**config.mk**
```make
export PLATFORM = sky130hd
export DESIGN_NAME = adsr_envelope
export DESIGN_NICKNAME = d
export VERILOG_FILES = /design/src/rtl/synth_pkg.sv /design/src/rtl/env_scale.sv /design/src/rtl/adsr_envelope.sv
export SDC_FILE = /design/constraint.sdc
export NUM_CORES = 1
export LEC_CHECK = 0
export BUFFER_PORTS_ARGS = -buffer_cell sky130_fd_sc_hd__buf_2
export CAP_MARGIN = 10
export CORE_UTILIZATION = 64
export CTS_CLUSTER_SIZE = 28
export DETAILED_ROUTE_END_ITERATION = 10
export PLACE_DENSITY = 0.94
export SYNTH_ARGS = -nofsm -noshare
export SYNTH_HDL_FRONTEND = slang
export SYNTH_SLANG_ARGS = --single-unit
```
**constraint.sdc**
```tcl
create_clock -name clk -period 8.7 [get_ports clk]
set_clock_uncertainty 0.2 [all_clocks]
set_input_delay 0.87 -clock clk [delete_from_list [all_inputs] [get_ports clk]]
set_output_delay 0.87 -clock clk [all_outputs]
set_load 0.02 [all_outputs]
```
**src/rtl/synth_pkg.sv**
```systemverilog
// Shared constants for the synth voice path: envelope state codes, level full scale
// and the default tick divider for the 1 MHz system clock.
package synth_pkg;

  localparam logic [2:0] ST_IDLE    = 3'd0;
  localparam logic [2:0] ST_ATTACK  = 3'd1;
  localparam logic [2:0] ST_DECAY   = 3'd2;
  localparam logic [2:0] ST_SUSTAIN = 3'd3;
  localparam logic [2:0] ST_RELEASE = 3'd4;

  localparam int unsigned LVL_W_DEF    = 16;
  localparam logic [15:0] LVL_MAX      = 16'hFFFF;
  localparam int unsigned TICK_DIV_DEF = 1000;

endpackage

```
**src/rtl/env_scale.sv**
```systemverilog
// Registered signed sample x unsigned gain multiply; output is the product shifted
// right by the gain width (gain of all-ones is just under unity).
module env_scale #(
  parameter int unsigned W  = 16,
  parameter int unsigned GW = 16
) (
  input  logic                clk,
  input  logic                rst,
  input  logic signed [W-1:0] sample,
  input  logic [GW-1:0]       gain,
  output logic signed [W-1:0] scaled
);

  logic signed [GW:0]     gain_s;
  logic signed [W+GW:0]   product;

  // Zero-extend the gain so it stays positive as a signed operand.
  assign gain_s  = $signed({1'b0, gain});
  assign product = sample * gain_s;

  always_ff @(posedge clk or posedge rst) begin
    if (rst) scaled <= '0;
    else     scaled <= product[W+GW-1:GW];
  end

endmodule

```
**src/rtl/adsr_envelope.sv**
```systemverilog
// Per-voice ADSR envelope: level FSM advancing on a divided tick, with the
// oscillator sample scaled by the current level through env_scale.
module adsr_envelope
  import synth_pkg::*;
#(
  parameter int unsigned TICK_DIV = TICK_DIV_DEF,
  parameter int unsigned LVL_W    = LVL_W_DEF
) (
  input  logic               clk,
  input  logic               rst,
  input  logic               gate,
  input  logic signed [15:0] sin,
  input  logic [LVL_W-1:0]   attack_rate,
  input  logic [LVL_W-1:0]   decay_rate,
  input  logic [LVL_W-1:0]   sustain_lvl,
  input  logic [LVL_W-1:0]   release_rate,
  output logic signed [15:0] sample_out,
  output logic [LVL_W-1:0]   env_level,
  output logic               active
);

  localparam int unsigned CNT_W = (TICK_DIV > 1) ? $clog2(TICK_DIV) : 1;
  localparam logic [CNT_W-1:0] CNT_LAST = CNT_W'(TICK_DIV - 1);
  localparam logic [LVL_W-1:0] FULL = '1;

  logic [CNT_W-1:0] cnt;
  logic             tick;
  logic [2:0]       state, state_next;
  logic [LVL_W-1:0] level, level_next;
  logic [LVL_W:0]   attack_sum;
  logic [LVL_W:0]   decay_floor;

  assign tick = (cnt == CNT_LAST);

  always_ff @(posedge clk or posedge rst) begin
    if (rst)       cnt <= '0;
    else if (tick) cnt <= '0;
    else           cnt <= cnt + 1'b1;
  end

  assign attack_sum  = {1'b0, level} + {1'b0, attack_rate};
  // level - decay_rate <= sustain_lvl, rearranged to avoid unsigned underflow.
  assign decay_floor = {1'b0, decay_rate} + {1'b0, sustain_lvl};

  // Gate-driven transitions take priority; arithmetic only runs when the state holds.
  always_comb begin
    state_next = state;
    level_next = level;
    case (state)
      ST_IDLE: begin
        if (gate) state_next = ST_ATTACK;
      end
      ST_ATTACK: begin
        if (!gate) begin
          state_next = ST_RELEASE;
        end else if (tick) begin
          if (attack_rate == '0 || attack_sum >= {1'b0, FULL}) begin
            level_next = FULL;
            state_next = ST_DECAY;
          end else begin
            level_next = attack_sum[LVL_W-1:0];
          end
        end
      end
      ST_DECAY: begin
        if (!gate) begin
          state_next = ST_RELEASE;
        end else if (tick) begin
          if (decay_rate == '0 || {1'b0, level} <= decay_floor) begin
            level_next = sustain_lvl;
            state_next = ST_SUSTAIN;
          end else begin
            level_next = level - decay_rate;
          end
        end
      end
      ST_SUSTAIN: begin
        if (!gate) state_next = ST_RELEASE;
        else       level_next = sustain_lvl;
      end
      ST_RELEASE: begin
        if (gate) begin
          state_next = ST_ATTACK;
        end else if (tick) begin
          if (release_rate == '0 || level <= release_rate) begin
            level_next = '0;
            state_next = ST_IDLE;
          end else begin
            level_next = level - release_rate;
          end
        end
      end
      default: begin
        state_next = ST_IDLE;
        level_next = '0;
      end
    endcase
  end

  always_ff @(posedge clk or posedge rst) begin
    if (rst) begin
      state  <= ST_IDLE;
      level  <= '0;
      active <= 1'b0;
    end else begin
      state  <= state_next;
      level  <= level_next;
      active <= (state != ST_IDLE);
    end
  end

  assign env_level = level;

  env_scale #(
    .W  (16),
    .GW (LVL_W)
  ) u_scale (
    .clk    (clk),
    .rst    (rst),
    .sample (sin),
    .gain   (level),
    .scaled (sample_out)
  );

endmodule
```
# == Word level (Yosys, flattened, before mapping) ==
# Index checks and enable logic that the tools add are counted.
# word_totals
regBits,46
inputBits,83
wordCells,69
# op_classes
n_addsub,5
n_mul,1
n_lt_le_gt_ge,3
eq_ne,20
n_mux,24
bitwise,1
reduce_logical,10
# ops
op,count
16-bit two-way mux,10
16-bit one-hot mux with 5 select lines,1
16-bit logical NOT,3
16-bit by 16-bit adder with 17-bit output,2
3-bit two-way mux,11
16-bit by 17-bit multiplier with 32-bit output,1
16-bit subtractor,2
"2-bit != test, second input constant",9
"3-bit != test, second input constant",6
"17-bit by 16-bit greater-or-equal comparator with 1-bit output, second input constant",1
16-bit by 17-bit less-or-equal comparator with 1-bit output,1
16-bit less-or-equal comparator,1
8-bit AND reduction,2
3-bit one-hot mux with 5 select lines,1
"10-bit by 1-bit adder with 10-bit output, second input constant",1
"10-bit == test, second input constant",1
10-bit two-way mux,1
"3-bit by 2-bit == test with 1-bit output, second input constant",2
"3-bit by 1-bit == test with 1-bit output, second input constant",1
"3-bit == test, second input constant",1
3-bit logical NOT,1
1-bit logical OR,3
3-bit nonzero test,1
1-bit inverter,1

# == Logic depth before layout (Yosys ltp) ==
# logic_depth
word_depth,7
depth_mapped,24

# == By module ==
# A second synthesis with hierarchy kept.
# hier_totals
cells_unflattened,1693
hier_area_um2,14381.3
# by_module_without_submodules
module,instances,cells_each,area_per_inst_um2
env_scale,1,990,8941.1
adsr_envelope,1,703,5440.2

# == Least setup slack after synthesis ==
# No wires, ideal clock.
# synth_timing
path_kind,in2reg
from,input sin[7]
to,register u_scale.scaled[15]
arrival_ns,6.279
t_required_ns,8.401
slack_ns,2.121
cell_stages,23
n_path_buf,1
path_cell_list,clkbuf_1 nand2_1 fa_1 inv_1 fa_1 inv_1 fa_1 inv_1 fa_1 fa_1 inv_1 fa_1 inv_1 ha_1 a21oi_1 o21ai_0 o41ai_1 nand3_1 o31ai_2 o21ai_1 o211ai_1 nand2_1 a311oi_1
# synth_between
elab_chain_cells,1
# synth_lines
element,line,text
start: declaration,adsr_envelope.sv:12,"input logic signed [15:0] sin,"
16-bit by 17-bit multiplier with 32-bit output,env_scale.sv:19,assign product = sample * gain_s;
named net u_scale.product[31],env_scale.sv:15,logic signed [W+GW:0] product;
end signal: assignment,env_scale.sv:23,else scaled <= product[W+GW-1:GW];
end: declaration,env_scale.sv:11,output logic signed [W-1:0] scaled
# The timed path passes the listed nets, and every way through them passes these cells.
# A chain may end at the register's enable or synchronous reset.

# == Worst setup path after layout ==
# layout_timing
from,"register level[8], in the netlist env_level[8]"
to,register u_scale.scaled[15]
# layout_between
elab_chain_cells,1
# layout_lines
element,line,text
start: declaration,adsr_envelope.sv:29,"logic [LVL_W-1:0] level, level_next;"
start signal: assignment,adsr_envelope.sv:107,level <= level_next;
16-bit by 17-bit multiplier with 32-bit output,env_scale.sv:19,
named net u_scale.product[31],env_scale.sv:15,
# The timed path passes the listed nets, and every way through them passes these cells.

==> out/results.ini <==
[timing]
drv_slew=0
setup_viol=0
max_freq_mhz=135
final.hold.worst_slack_ns=0.301
setup_tns_ns=0
final.period_utilization=0.854
rsz0062_at_grt=false
period_needed_ns=7.43
hold_violations=0
worst_pin_slew_ns=1.14
max-slew-margin-rel=0.242

[die]
die-area_um2=22300
start_util=0.656
num_io_pins=116
core_area_um2=21200
die_w_um=149
num_rows=53
fp.dieH_um=149

[grt]
grt_max_degree=47
antenna_found_initial=0
grt-ovfl-total=0
grt_pass1_vias=13000
grt.total_usage=0.367
grt_pass1_wl_um=62900

[drt]
via_per_inst=6.16
drc=0
firstDrtPassIters=6
ant_nets=0
wl_um=38900
wl_per_cell_um=19.6
vias=12200
drt_iter0_markers=987

[final_layout]
layout.nets=2183
stdcell_count=1985
syn_to_final_growth_pct=7.03
n_antenna_cell=0
drive_above_1_share=0.0947
fillers=1494

[synthesis]
synth_xor_area_frac=0.0467
ys_types=71
ys.flop_type=dfrtp_1
ys_ff_latch=46
synthTopCellsByCount=inv_1 (299), fa_1 (197), ha_1 (194)
async_flop_share=1.00
synthCells=1624
synth_area_um2=13900
synth_area_leaders=fa_1 (28%), ha_1 (17%), dfrtp_1 (8.3%), inv_1 (8.1%), and2_1 (5.9%)
synth_top_family_by_area=adder cells
syn_avg_cell_area_um2=8.55
yosys_warnings=0
synth_most_common_cell=inv_1
synthAdderAreaFrac=0.460
synth.largest_area_cell=fa_1
synth_edf_count=0
seq_area_frac_synth=0.0829
synth_compound_area_frac=0.130
synth.top_cell.area_share=0.284
synth.area.mux_share=0.00649
synth_simple_gate_area_share=0.178
synth_fp_nets=2098

[clocking]
cts.clk_slew.worst_paths_ns=0.07
clk_latency_ns=0.32
clock_path_buffers=2
post_cts_buffers=0
cts_root_buf=clkbuf_16
cts_buffers=5
cts_tree=yes
cts_sinks=46
post_cts_resized=0
holdBufCountCts=0
htree_levels=2

[critical_path]
crit_path_cell_trace=nand2_1 > fa_1 > inv_1 > fa_1 > fa_1 > fa_1 > fa_1 > inv_1 > fa_1 > inv_1 > ha_1 > nor3_1 > nor2_1 > o41ai_1 > nand3_1 > o31ai_2 > o21ai_1 > o211ai_1 > nand2_1 > a311oi_1
slowest_stage=dfrtp_1
critical_path_arrival_ns=7.43
crit_family=adder cells
path_buf_inv=3
required_ns=8.70
path_common_cell=fa_1
cp-end-kind=register
path_class=register to register
startpoint_type=register
cpPeakStageDelay_ns=1.08
crit_fanout=23

[power_and_ir_drop]
vdd_drop_max_mv=0.294
power_leakage_nw=7.75
power.density_nw_per_um2=311

[placed_design]
post-dp-hpwl_um=30200
port_buffers=115
place_inst=1977
gp_congestion=0.979

[worst_hold_path]
hold_path_class=register to register

[run]
drv_cap=0

[status]
status=finished, final reports clean

[cell type report]
type / count / area (um^2) / area share
clock buffers: 6 / 129 / 0.00867
flip-flops and latches: 46 / 1150 / 0.0775
well taps: 275 / 344 / 0.0232
multi-input cells: 1229 / 11400 / 0.767
inverters: 299 / 1120 / 0.0755
repair buffers: 128 / 673 / 0.0453
clock inverters: 2 / 37.5 / 0.00253
[worst reg2reg max path, stage by stage (launching register included)]
cell and delay (ns):
dfrtp_1 1.08, nand2_1 0.27, fa_1 0.64, inv_1 0.09, fa_1 0.58, fa_1 0.44
fa_1 0.46, fa_1 0.49, inv_1 0.05, fa_1 0.50, inv_1 0.06, ha_1 0.33
nor3_1 0.21, nor2_1 0.08, o41ai_1 0.07, nand3_1 0.32, o31ai_2 0.43, o21ai_1 0.27
o211ai_1 0.33, nand2_1 0.11, a311oi_1 0.28
[layer usage]
metal | vias to the layer above | global-route usage | share of wire
li1 | 5460 | - | -
met1 | 5799 | 0.425 | 0.36
met2 | 751 | 0.609 | 0.47
met3 | 211 | 0.0881 | 0.10
met4 | 0 | 0.238 | 0.067
met5 | - | 0 | 0
[stage by stage]
stage / instance area, um^2 / utilization / total power [mW] / worst slack (ns)
2_1_floorplan: 13900 / - / 3.20 / 2.12
4_1_cts: 14900 / 0.703 / 4.52 / 1.42
6_report: 14900 / 0.703 / 4.62 / 1.27
5_1_grt: 14900 / 0.703 / 5.06 / 0.993
3_3_place_gp: 14700 / 0.695 / 3.95 / 1.65
3_5_place_dp: 14700 / 0.695 / 4.24 / 1.34
[registers in the layout, indices dropped and copies added (netlist names)]
signal and cells:
u_scale.scaled 16, cnt 10, state 3, env_level 16, active 1
[logic make-up (layout without fill, tap and decap cells)]
family | after synthesis | in the layout
AOI/OAI and AO/OA | 256 | 256
and+or+nand+nor | 498 | 498
adders and majority gates | 393 | 393
xor gates and xnor gates | 74 | 74
buffers and inverters | 349 | 435
DFF | 46 | 46
muxes | 8 | 8
[worst paths after layout]
kind	from	to	cells after the start	slack (ns)
max	env_level[8]$_DFFE_PP0P_	u_scale.scaled[15]$_DFF_PP0_	20	1.27
min in group asynchronous	rst	u_scale.scaled[2]$_DFF_PP0_	2	0.61
max reg2reg	env_level[8]$_DFFE_PP0P_	u_scale.scaled[15]$_DFF_PP0_	20	1.27
min	cnt[9]$_DFF_PP0_	cnt[9]$_DFF_PP0_	1	0.30
max in group asynchronous	rst	u_scale.scaled[9]$_DFF_PP0_	2	6.97
min reg2reg	cnt[9]$_DFF_PP0_	cnt[9]$_DFF_PP0_	1	0.30
[layout by cell type (no fill, tap or decap), drive strengths merged, types with 7 or more instances in the layout]
cell / synthesis / final
a222oi: 8 / 8
nor3: 23 / 23
nand4: 12 / 12
dfrtp: 46 / 46
and2: 130 / 130
a21o: 23 / 23
o31ai: 13 / 13
inv: 299 / 299
nor4: 16 / 16
o211ai: 13 / 13
nand3: 30 / 30
a31oi: 11 / 11
nand2: 176 / 176
nor2: 66 / 66
buf: 6 / 128
and3: 7 / 7
ha: 194 / 194
mux2: 8 / 8
o21a: 14 / 14
nor2b: 9 / 9
a211oi: 9 / 9
xnor2: 47 / 47
nand2b: 10 / 10
o21bai: 8 / 8
or3: 10 / 10
fa: 197 / 197
xor2: 27 / 27
o21ai: 45 / 45
a21oi: 65 / 65
[power breakdown]
group | internal (mW) | total, mW | switching [mW] | leakage [nW]
logic | 1.61 | 3.95 | 2.34 | 7.09
clock network | 0.136 | 0.241 | 0.105 | 0.0771
registers | 0.307 | 0.430 | 0.122 | 0.582
total | 2.05 | 4.62 | 2.56 | 7.75
(Power assumes the default switching activity.)
